**config.mk**
```make
export PLATFORM = sky130hd
export DESIGN_NAME = store_align_unit_flat
export DESIGN_NICKNAME = d
export VERILOG_FILES = /design/src/rtl/store_pkg.sv /design/src/rtl/store_align_unit_if.sv /design/src/rtl/store_lane_gen.sv /design/src/rtl/store_align_unit.sv /design/src/flat_wrapper.sv
export SDC_FILE = /design/constraint.sdc
export NUM_CORES = 1
export LEC_CHECK = 0
export ABC_AREA = 1
export CAP_MARGIN = 20
export CORE_ASPECT_RATIO = 1.75
export CORE_MARGIN = 2
export CORE_UTILIZATION = 45
export DETAILED_ROUTE_END_ITERATION = 6
export GPL_TIMING_DRIVEN = 0
export PLACE_DENSITY = 0.88
export SYNTH_ARGS = -nofsm -noshare
export SYNTH_HDL_FRONTEND = slang
export SYNTH_SLANG_ARGS = --single-unit
```
**constraint.sdc**
```tcl
create_clock -name clk -period 1.6 [get_ports clk]
set_input_delay 0.48 -clock clk [delete_from_list [all_inputs] [get_ports clk]]
set_output_delay 0.48 -clock clk [all_outputs]
set_load 0.02 [all_outputs]
```
**src/rtl/store_pkg.sv**
```systemverilog
// Shared types and constants for the store alignment unit.
//   st_op_t : store opcode encoding carried on req_op (values 5..7 are illegal)
//   state_t : bus sequencing states
//   lane_mask(): expands a byte-enable vector into a 32-bit bit mask
package store_pkg;

    localparam int OFS_W = 2;
    localparam int LANES = 4;

    typedef enum logic [2:0] {
        ST_SB  = 3'd0,
        ST_SH  = 3'd1,
        ST_SW  = 3'd2,
        ST_SWL = 3'd3,
        ST_SWR = 3'd4
    } st_op_t;

    typedef enum logic [1:0] {
        S_IDLE  = 2'd0,
        S_READ  = 2'd1,
        S_WRITE = 2'd2
    } state_t;

    function automatic logic [8*LANES-1:0] lane_mask(input logic [LANES-1:0] be);
        logic [8*LANES-1:0] m;
        m = {(8*LANES){1'b0}};
        for (int i = 0; i < LANES; i++) begin
            m[8*i +: 8] = {8{be[i]}};
        end
        return m;
    endfunction

endpackage

```
**src/rtl/store_align_unit_if.sv**
```systemverilog
// Request + data-memory bus bundle for store_align_unit.
//   master : view taken by store_align_unit (accepts requests, masters the memory bus)
//   slave  : view taken by the environment (issues requests, serves memory)
// req_op uses the store_pkg::st_op_t encoding; it is kept as a plain 3-bit vector
// so that illegal encodings can be presented and rejected.
interface store_align_unit_if;

    logic        req_valid;
    logic        req_ready;
    logic [2:0]  req_op;
    logic [31:0] req_addr;
    logic [31:0] req_rt;
    logic [31:0] mem_address;
    logic        mem_write;
    logic        mem_read;
    logic [3:0]  mem_byteenable;
    logic [31:0] mem_writedata;
    logic [31:0] mem_readdata;
    logic        mem_waitrequest;
    logic        done;
    logic        misaligned;

    modport master (
        input  req_valid, req_op, req_addr, req_rt, mem_readdata, mem_waitrequest,
        output req_ready, mem_address, mem_write, mem_read, mem_byteenable,
               mem_writedata, done, misaligned
    );

    modport slave (
        output req_valid, req_op, req_addr, req_rt, mem_readdata, mem_waitrequest,
        input  req_ready, mem_address, mem_write, mem_read, mem_byteenable,
               mem_writedata, done, misaligned
    );

endinterface

```
**src/rtl/store_lane_gen.sv**
```systemverilog
// Combinational lane generator: maps a store opcode, byte offset and rt value
// onto little-endian byte enables and lane-aligned write data.
// Ports:
//   op         in  3   store opcode (store_pkg::st_op_t encoding)
//   ofs        in  2   byte offset within the word
//   rt         in  32  register value to store
//   be         out 4   byte enables, lane i = data[8i+7:8i]
//   data       out 32  lane-aligned write data
//   misaligned out 1   request cannot be issued (bad alignment or illegal op)
module store_lane_gen
    import store_pkg::*;
(
    input  logic [2:0]       op,
    input  logic [OFS_W-1:0] ofs,
    input  logic [31:0]      rt,
    output logic [LANES-1:0] be,
    output logic [31:0]      data,
    output logic             misaligned
);

    // Decode opcode into lane mask and shifted data
    always_comb begin
        be         = 4'b0000;
        data       = 32'h0000_0000;
        misaligned = 1'b0;
        case (op)
            ST_SB: begin
                be   = 4'b0001 << ofs;
                data = {4{rt[7:0]}};
            end
            ST_SH: begin
                be         = 4'b0011 << ofs;
                data       = {2{rt[15:0]}};
                misaligned = ofs[0];
            end
            ST_SW: begin
                be         = 4'b1111;
                data       = rt;
                misaligned = (ofs != 2'b00);
            end
            ST_SWL: begin
                // lanes 0..ofs; 4'b0010<<3 wraps to 0 so the decrement yields 4'b1111
                be   = (4'b0010 << ofs) - 4'b0001;
                // 3-ofs equals ~ofs for a 2-bit offset
                data = rt >> {~ofs, 3'b000};
            end
            ST_SWR: begin
                be   = 4'b1111 << ofs;
                data = rt << {ofs, 3'b000};
            end
            default: begin
                misaligned = 1'b1;
            end
        endcase
    end

endmodule

```
**src/rtl/store_align_unit.sv**
```systemverilog
// Store alignment unit: accepts one MIPS store (SB/SH/SW/SWL/SWR), aligns data
// and byte enables to the word lanes, and issues it on a wait-request memory bus.
// With USE_RMW=1 the word is read first, the store lanes are merged in, and the
// full word is written with all byte enables set.
// Ports:
//   clk    in  1   rising-edge clock
//   reset  in  1   synchronous active-high reset
//   bus    master view of store_align_unit_if (request handshake, memory bus,
//          done / misaligned pulses); all outputs are registered
module store_align_unit
    import store_pkg::*;
#(
    parameter int unsigned USE_RMW = 0
)(
    input  logic                clk,
    input  logic                reset,
    store_align_unit_if.master  bus
);

    logic [LANES-1:0] gen_be_s;
    logic [31:0]      gen_data_s;
    logic             gen_mis_s;

    state_t           state_r, state_s;
    logic [LANES-1:0] cap_be_r, cap_be_s;
    logic [31:0]      cap_data_r, cap_data_s;
    logic [31:0]      merged_s;
    logic             accept_s;

    logic             req_ready_r, req_ready_s;
    logic [31:0]      mem_address_r, mem_address_s;
    logic             mem_write_r, mem_write_s;
    logic             mem_read_r, mem_read_s;
    logic [3:0]       mem_byteenable_r, mem_byteenable_s;
    logic [31:0]      mem_writedata_r, mem_writedata_s;
    logic             done_r, done_s;
    logic             misaligned_r, misaligned_s;

    store_lane_gen u_lane_gen (
        .op         (bus.req_op),
        .ofs        (bus.req_addr[1:0]),
        .rt         (bus.req_rt),
        .be         (gen_be_s),
        .data       (gen_data_s),
        .misaligned (gen_mis_s)
    );

    assign accept_s = bus.req_valid && req_ready_r;

    // Next-state and next-output logic; every output holds unless a transition changes it
    always_comb begin
        state_s          = state_r;
        cap_be_s         = cap_be_r;
        cap_data_s       = cap_data_r;
        mem_address_s    = mem_address_r;
        mem_write_s      = mem_write_r;
        mem_read_s       = mem_read_r;
        mem_byteenable_s = mem_byteenable_r;
        mem_writedata_s  = mem_writedata_r;
        done_s           = 1'b0;
        misaligned_s     = 1'b0;
        merged_s         = (bus.mem_readdata & ~lane_mask(cap_be_r))
                         | (cap_data_r & lane_mask(cap_be_r));
        case (state_r)
            S_IDLE: begin
                if (accept_s) begin
                    if (gen_mis_s) begin
                        // rejected request never touches the bus
                        misaligned_s = 1'b1;
                    end else begin
                        cap_be_s        = gen_be_s;
                        cap_data_s      = gen_data_s;
                        mem_address_s   = {bus.req_addr[31:2], 2'b00};
                        mem_writedata_s = gen_data_s;
                        if (USE_RMW != 0) begin
                            state_s          = S_READ;
                            mem_read_s       = 1'b1;
                            mem_byteenable_s = 4'b1111;
                        end else begin
                            state_s          = S_WRITE;
                            mem_write_s      = 1'b1;
                            mem_byteenable_s = gen_be_s;
                        end
                    end
                end else begin
                    state_s = S_IDLE;
                end
            end
            S_READ: begin
                if (!bus.mem_waitrequest) begin
                    // readdata is only valid in this cycle, so merge it now
                    state_s         = S_WRITE;
                    mem_read_s      = 1'b0;
                    mem_write_s     = 1'b1;
                    mem_writedata_s = merged_s;
                end else begin
                    state_s = S_READ;
                end
            end
            S_WRITE: begin
                if (!bus.mem_waitrequest) begin
                    state_s     = S_IDLE;
                    mem_write_s = 1'b0;
                    done_s      = 1'b1;
                end else begin
                    state_s = S_WRITE;
                end
            end
            default: begin
                state_s     = S_IDLE;
                mem_write_s = 1'b0;
                mem_read_s  = 1'b0;
            end
        endcase
        req_ready_s = (state_s == S_IDLE);
    end

    // State, capture and output registers with synchronous reset
    always_ff @(posedge clk) begin
        if (reset) begin
            state_r          <= S_IDLE;
            cap_be_r         <= 4'b0000;
            cap_data_r       <= 32'h0000_0000;
            req_ready_r      <= 1'b1;
            mem_address_r    <= 32'h0000_0000;
            mem_write_r      <= 1'b0;
            mem_read_r       <= 1'b0;
            mem_byteenable_r <= 4'b0000;
            mem_writedata_r  <= 32'h0000_0000;
            done_r           <= 1'b0;
            misaligned_r     <= 1'b0;
        end else begin
            state_r          <= state_s;
            cap_be_r         <= cap_be_s;
            cap_data_r       <= cap_data_s;
            req_ready_r      <= req_ready_s;
            mem_address_r    <= mem_address_s;
            mem_write_r      <= mem_write_s;
            mem_read_r       <= mem_read_s;
            mem_byteenable_r <= mem_byteenable_s;
            mem_writedata_r  <= mem_writedata_s;
            done_r           <= done_s;
            misaligned_r     <= misaligned_s;
        end
    end

    assign bus.req_ready      = req_ready_r;
    assign bus.mem_address    = mem_address_r;
    assign bus.mem_write      = mem_write_r;
    assign bus.mem_read       = mem_read_r;
    assign bus.mem_byteenable = mem_byteenable_r;
    assign bus.mem_writedata  = mem_writedata_r;
    assign bus.done           = done_r;
    assign bus.misaligned     = misaligned_r;

endmodule
```
**src/flat_wrapper.sv**
```systemverilog
// flat-port wrapper written by rule: the top's interface ports become plain ports
module store_align_unit_flat import store_pkg::*;
#(
    parameter int unsigned USE_RMW = 0
)
  (clk, reset, bus_req_valid, bus_req_op, bus_req_addr, bus_req_rt, bus_mem_readdata, bus_mem_waitrequest, bus_req_ready, bus_mem_address, bus_mem_write, bus_mem_read, bus_mem_byteenable, bus_mem_writedata, bus_done, bus_misaligned);
  store_align_unit_if bus_i ();
  input  logic clk;
  input  logic reset;
  input wire logic [$bits(bus_i.req_valid)-1:0] bus_req_valid;
  input wire logic [$bits(bus_i.req_op)-1:0] bus_req_op;
  input wire logic [$bits(bus_i.req_addr)-1:0] bus_req_addr;
  input wire logic [$bits(bus_i.req_rt)-1:0] bus_req_rt;
  input wire logic [$bits(bus_i.mem_readdata)-1:0] bus_mem_readdata;
  input wire logic [$bits(bus_i.mem_waitrequest)-1:0] bus_mem_waitrequest;
  output wire logic [$bits(bus_i.req_ready)-1:0] bus_req_ready;
  output wire logic [$bits(bus_i.mem_address)-1:0] bus_mem_address;
  output wire logic [$bits(bus_i.mem_write)-1:0] bus_mem_write;
  output wire logic [$bits(bus_i.mem_read)-1:0] bus_mem_read;
  output wire logic [$bits(bus_i.mem_byteenable)-1:0] bus_mem_byteenable;
  output wire logic [$bits(bus_i.mem_writedata)-1:0] bus_mem_writedata;
  output wire logic [$bits(bus_i.done)-1:0] bus_done;
  output wire logic [$bits(bus_i.misaligned)-1:0] bus_misaligned;
  assign bus_i.req_valid = bus_req_valid;
  assign bus_i.req_op = bus_req_op;
  assign bus_i.req_addr = bus_req_addr;
  assign bus_i.req_rt = bus_req_rt;
  assign bus_i.mem_readdata = bus_mem_readdata;
  assign bus_i.mem_waitrequest = bus_mem_waitrequest;
  assign bus_req_ready = bus_i.req_ready;
  assign bus_mem_address = bus_i.mem_address;
  assign bus_mem_write = bus_i.mem_write;
  assign bus_mem_read = bus_i.mem_read;
  assign bus_mem_byteenable = bus_i.mem_byteenable;
  assign bus_mem_writedata = bus_i.mem_writedata;
  assign bus_done = bus_i.done;
  assign bus_misaligned = bus_i.misaligned;
  store_align_unit #(.USE_RMW(USE_RMW)) u_core (.clk(clk), .reset(reset), .bus(bus_i));
endmodule
```
Word-level counts from Yosys, hierarchy flattened
Index checks and enable logic that the tools add are counted.

$add $sub $neg: 1. Equal/unequal tests: 10. Shift-type cells: 6. Multiplexer cells: 20. Bitwise operators: 10. Reduce and logical (&&, ||, !) cells: 14.

Operator list (count): $pmux W32 S5 (1); $mux W32 (3); $and A32 B32 Y32 (2); $pmux W32 S2 (1); $not A32 Y32 (1); $or A32 B32 Y32 (1); $shl A32 B5 Y32 (1); $shr A32 B5 Y32 (1); $pmux W4 S5 (1); $mux W2 (4); $reduce_and A4 Y1 (2); $shl A2 B2 Y4 const A (2); $eq A3 B2 Y1 const B (2); $mux W1 (6); $ne A2 B2 Y1 const B (3); $pmux W1 S3 (2); $pmux W2 S3 (1); $reduce_or A3 Y1 (2); $not A1 Y1 (5); $logic_not A2 Y1 (2); $reduce_bool A2 Y1 (2); $reduce_or A2 Y1 (2); $shl A1 B2 Y4 const A (1); $shl A4 B2 Y4 const A (1); other kinds (12) (12).

Register bits after elaboration: 105. Output and inout port bits: 73.

Logic depth before layout (Yosys ltp)
Depth in word-level cells: 7. Mapped depth: 11.

By module
Synthesis repeated with hierarchy kept, for this count alone.

Cell total of the unflattened synthesis: 1160. Area, all modules: 6682.7 µm².

Modules (own cells, without submodules): store_align_unit (times used 1, cells an instance 766, area an instance 4895.9 µm², sequential area each 2082.0 µm²); store_lane_gen (times used 1, cells an instance 394, area an instance 1786.7 µm², sequential area each 0.0 µm²).

Least setup slack after synthesis
No wires, ideal clock.

Path kind: input -> register. Start: in bus_req_op[1]. End: reg u_core.mem_writedata_r[12] (netlist: u_core.bus.mem_writedata[12]). Library setup time: 64 ps. Data arrival time: 1604 ps. Required time: 1536 ps. Setup slack: -68 ps. Stages: 9. Path buffers: 2. Path through: buf_6 -> nor2_2 -> nand3_1 -> buf_2 -> nor2_1 -> nor2_1 -> a21oi_1 -> nor2_1 -> nor2_1.

Cells in the longest elaborated chain, start to end: 5. Elaborated cells on any way between the ends: 13. Those cells by class: eq/ne: 5; mux: 5; reduce/logical: 3.

RTL lines: start: declaration (RTL line flat_wrapper.sv:11) `input wire logic [$bits(bus_i.req_op)-1:0] bus_req_op;`; $eq A3 B3 Y1 (tied with other cells) (RTL line store_lane_gen.sv:26) `case (op)`; $reduce_or A3 Y1 (no source line) / $pmux W32 S5 (equally long branches); $pmux W1 S3 / $mux W32 (equally long branches) (RTL line store_lane_gen.sv:26, store_align_unit.sv:67); $ne A2 B2 Y1 (no source line) / $mux W32 (equally long branches); $reduce_and A4 Y1 (no source line) / $pmux W32 S2 (equally long branches); end signal: assignment (RTL line store_align_unit.sv:141) `mem_writedata_r <= mem_writedata_s;`; end: declaration (RTL line store_align_unit.sv:35) `logic [31:0] mem_writedata_r, mem_writedata_s;`.

Several ways; a longest one is shown, not always the timed one. The select of a mux whose other input is x is not followed. A chain may end at the register's enable or synchronous reset.

Worst setup path in the final report
Start: reg u_core.state_r[0]. End: reg u_core.mem_writedata_r[28] (netlist: u_core.bus.mem_writedata[28]).

Cells in the longest elaborated chain, start to end: 3. Elaborated cells on any way between the ends: 8. Those cells by class: eq/ne: 4; mux: 1; reduce/logical: 3.

RTL lines: start: declaration (RTL line store_align_unit.sv:24) `state_t state_r, state_s;`; start signal: assignment (RTL line store_align_unit.sv:133) `state_r <= state_s;`; $eq A2 B1 Y1 / $logic_not A2 Y1 (equally long branches) (RTL line store_align_unit.sv:64) `case (state_r)`; $ne A2 B2 Y1 (no source line) (tied with other cells); $reduce_and A4 Y1 (no source line).

Several ways; a longest one is shown, not always the timed one.

==> run_results.csv <==
group,metric,value,unit
clock_network,cts_tree,"built",
synth,synth_top_cell_area_share,0.321,
critical_path,max_stage_delay,0.38,ns
global_route,overflow,0,
synth,yosysTopAreaCell,"dfxtp_1",
pwr,p_leak,0.00456,uW
synth,yosys_warnings,0,
synth,synth_area_leaders,"dfxtp_1 (32%), nand2_1 (18%), nor2_1 (16%)",
drt,routed_wl,27.0,mm
worst_hold_path,hold_path.class,"register to register",
drt,drc,0,
clock_network,htreeDepth,3,
worst_hold_path,hp-start,"u_core.cap_data_r[24]",
critical_path,crit_chain,"inv_4 -> nor2_4 -> clkinv_4 -> o21ai_4 -> buf_4 -> nand3_1 -> nor2_1 -> nor2_1",
synth,synth_edf_count,0,
synth,seq_area_frac_synth,0.321,
synth,synth_common_cells,"nand2_1 (304), nor2_1 (284), nand3_1 (118)",
synth,yosys.cell_count.top_type,"nand2_1",
critical_path,end_kind,"register",
cells_and_area,post-route-cell-area,9250,um^2
sta,whs,0.463,ns
sta,setup_viol,31,
critical_path,crit_path_max_fanout,10,
drt,drt_iter0_drc,625,
clock_network,clockBufferDepth,2,
critical_path,path_class,"register to register",
die,fp-row-count,58,
critical_path,path_common_cell,"nor2_1",
clock_network,cts_sinks,104,
global_route,grt_antenna_before_repair,0,
global_route,gr-usage-all-layers,0.350,
die,die_w,94.8,um
drt,route.antenna.remaining_nets,0,
critical_path,crit_arrival,1.94,ns
critical_path,r2r-end,"u_core.bus.mem_writedata[28]",
sta,rsz0062_at_grt,"true",
clock_network,clk-insertion-delay-late,0.35,ns
clock_network,clkTransAtPathRegs,0.06,ns
drt,avgViaCountPerCell,5.40,
pwr,irDropWorstVdd,0.000431,V
sta,finalHoldViolations,0,
synth,ys.flop_type,"dfxtp_1",
sta,max_freq,588,MHz
synth,synthArstFlopShare,0,
job,maxCapViolCount,0,
worst_hold_path,hold_depth,2,
sta,period_needed,1.70,ns
critical_path,crit_required,1.84,ns
die,start_util,0.456,
drt,vias,8249,
die,io-pin-count,176,
place,dpl.cell_count,1496,
global_route,grt_pass1_wl,40.8,mm
global_route,grt_max_degree,16,
place,dp_hpwl,20.7,mm
cells_and_area,drive_above_1_share,0.122,
drt,drtPass1Iterations,7,
sta,worst-slew-pin-transition,0.602,ns
sta,slew_viol_final,0,
place,placed_area,8480,um^2
clock_network,root_buffer,"clkbuf_16",
sta,min_period_over_period,1.06,
worst_hold_path,holdPathEnd,"u_core.cap_data_r[24]",
synth,syn_avg_cell_area,5.66,um^2
status,outcome,"finished with violations",
synth,ys_ff_latch,104,
cells_and_area,num_antenna_cells,0,
critical_path,startpoint_type,"register",
die,coreArea,14200,um^2
status,violations,"setup timing",
critical_path,reg2reg_depth,8,
synth,synth_cells,1146,
place,routabilityCongestion,1.01,
critical_path,cpMaxStageDelayCell,"dfxtp_4",
die,dieHeight,163,um
sta,fin_skew,0.00643,ns
sta,maxSlewHeadroom,0.598,
place,io_buffers,168,
global_route,grt_pass1_vias,7923,
pwr,pwr_density_cell,804,nW/um^2
sta,worst_slack,-0.0997,ns
clock_network,cts_made_buffers,9,
cells_and_area,final_core_util,0.650,
synth,synth.distinct_cells,23,
cells_and_area,nNetsFinal,1447,
critical_path,r2r_start,"u_core.state_r[0]",
cells_and_area,areaGrowthSynthToFinish,42.6,%
cells_and_area,fillCellCount,1331,
critical_path,crit_start,"u_core.state_r[0]",
drt,post_drt_wl_per_cell,17.7,um
cells_and_area,stdcell_count,1528,
synth,synth_area,6490,um^2
die,die-area,15400,um^2
critical_path,r2r_slack,-0.1,ns
==> worst max path at each step <==
stage	endpoint	slack (ns)	cells past startpoint
global placement	u_core.bus.mem_writedata[3]	-1.12	9
CTS	u_core.bus.mem_address[18]	0.003	9
global route	u_core.bus.mem_writedata[15]	-0.15	10
detailed placement	u_core.bus.mem_writedata[1]	-1.12	9
finish	u_core.bus.mem_writedata[28]	-0.1	8
floorplan	u_core.bus.mem_address[23]	-0.02	9
==> report_power, final <==
part           switching [uW]  total (uW)  leakage [uW]  internal (uW)
Combinational            1430        2370       0.00356            940
Clock                     930        2170      0.000145           1240
Sequential                105        2900      0.000853           2790
Total                    2470        7440       0.00456           4970
==> stage by stage <==
stage / power (uW) / setup TNS, ns / worst slack, ns
2_1_floorplan: 4190 / -0.111 / -0.0189
3_3_place_gp: 5160 / -97.26 / -1.12
3_5_place_dp: 5190 / -97.89 / -1.12
4_1_cts: 7320 / 0 / 0.00339
5_1_grt: 7790 / -7.83 / -0.146
6_report: 7440 / -0.979 / -0.0997
==> sequential cells by signal, indices dropped and copies added (netlist names) <==
name,cells
u_core.bus.mem_writedata,32
u_core.cap_data_r,32
u_core.bus.mem_address,30
u_core.bus.mem_byteenable,4
u_core.state_r,2
u_core.bus.done,1
u_core.bus.mem_write,1
u_core.bus.misaligned,1
u_core.bus.req_ready,1
==> kinds of logic (layout without fill, tap and decap cells) <==
group | Yosys count | in the layout | synth area share
AOI/OAI and AO/OA | 143 | 143 | 0.111
buffers and inverters | 157 | 357 | 0.102
DFF | 104 | 104 | 0.321
other | 1 | 3 | 0.000578
and+or+nand+nor | 741 | 741 | 0.466
==> routing by layer <==
layer | track usage | part of all wire
met5 | 0 | 0
met1 | 0.332 | 0.33
met2 | 0.633 | 0.51
met4 | 0.288 | 0.092
met3 | 0.0643 | 0.072
==> what timing repair did <==
action / CTS / global route
resized for setup: 169 / 77
pin swaps: 10 / 18
setup buffers: 12 / 4
endpoints found under the setup margin: 172 / 100
cloned: 0 / 1
hold buffers: 0 / 0
==> critical path: cells and delay by family, from the launching register on <==
family | cells | cell delay, ns
compound gates | 1 | 0.26
buf+inv | 3 | 0.39
flops | 1 | 0.38
simple gates | 4 | 0.54
==> layout make-up <==
type | count | area, um^2 | share of cell area
Inverter | 83 | 327 | 0.0353
Multi-Input combinational cell | 887 | 4020 | 0.434
Clock buffer | 11 | 243 | 0.0262
Tap cell | 180 | 225 | 0.0243
Clock inverter | 4 | 45.0 | 0.00487
Sequential cell | 104 | 2090 | 0.226
Timing Repair Buffer | 185 | 1740 | 0.188
Buffer | 74 | 564 | 0.0610
==> layout by cell type, fill, tap and decap left out, types with 9 or more instances in the layout <==
cell type | Yosys | final
nand2_1 | 304 | 293
nor2_1 | 284 | 269
nand3_1 | 118 | 108
dfxtp_1 | 104 | 102
clkdlybuf4s50_1 | 0 | 94
inv_1 | 78 | 74
dlygate4sd2_1 | 0 | 71
a21oi_1 | 60 | 53
o21ai_0 | 81 | 51
buf_4 | 8 | 32
o21ai_1 | 0 | 28
nor2_2 | 3 | 13
buf_2 | 27 | 12
nand4_1 | 11 | 11
clkbuf_16 | 0 | 11
nand3_2 | 0 | 10
buf_6 | 1 | 10
clkbuf_2 | 0 | 10
and2_1 | 10 | 10
nand2_2 | 3 | 9
clkbuf_4 | 0 | 9
No activity file was read; power rests on OpenSTA's default activity.
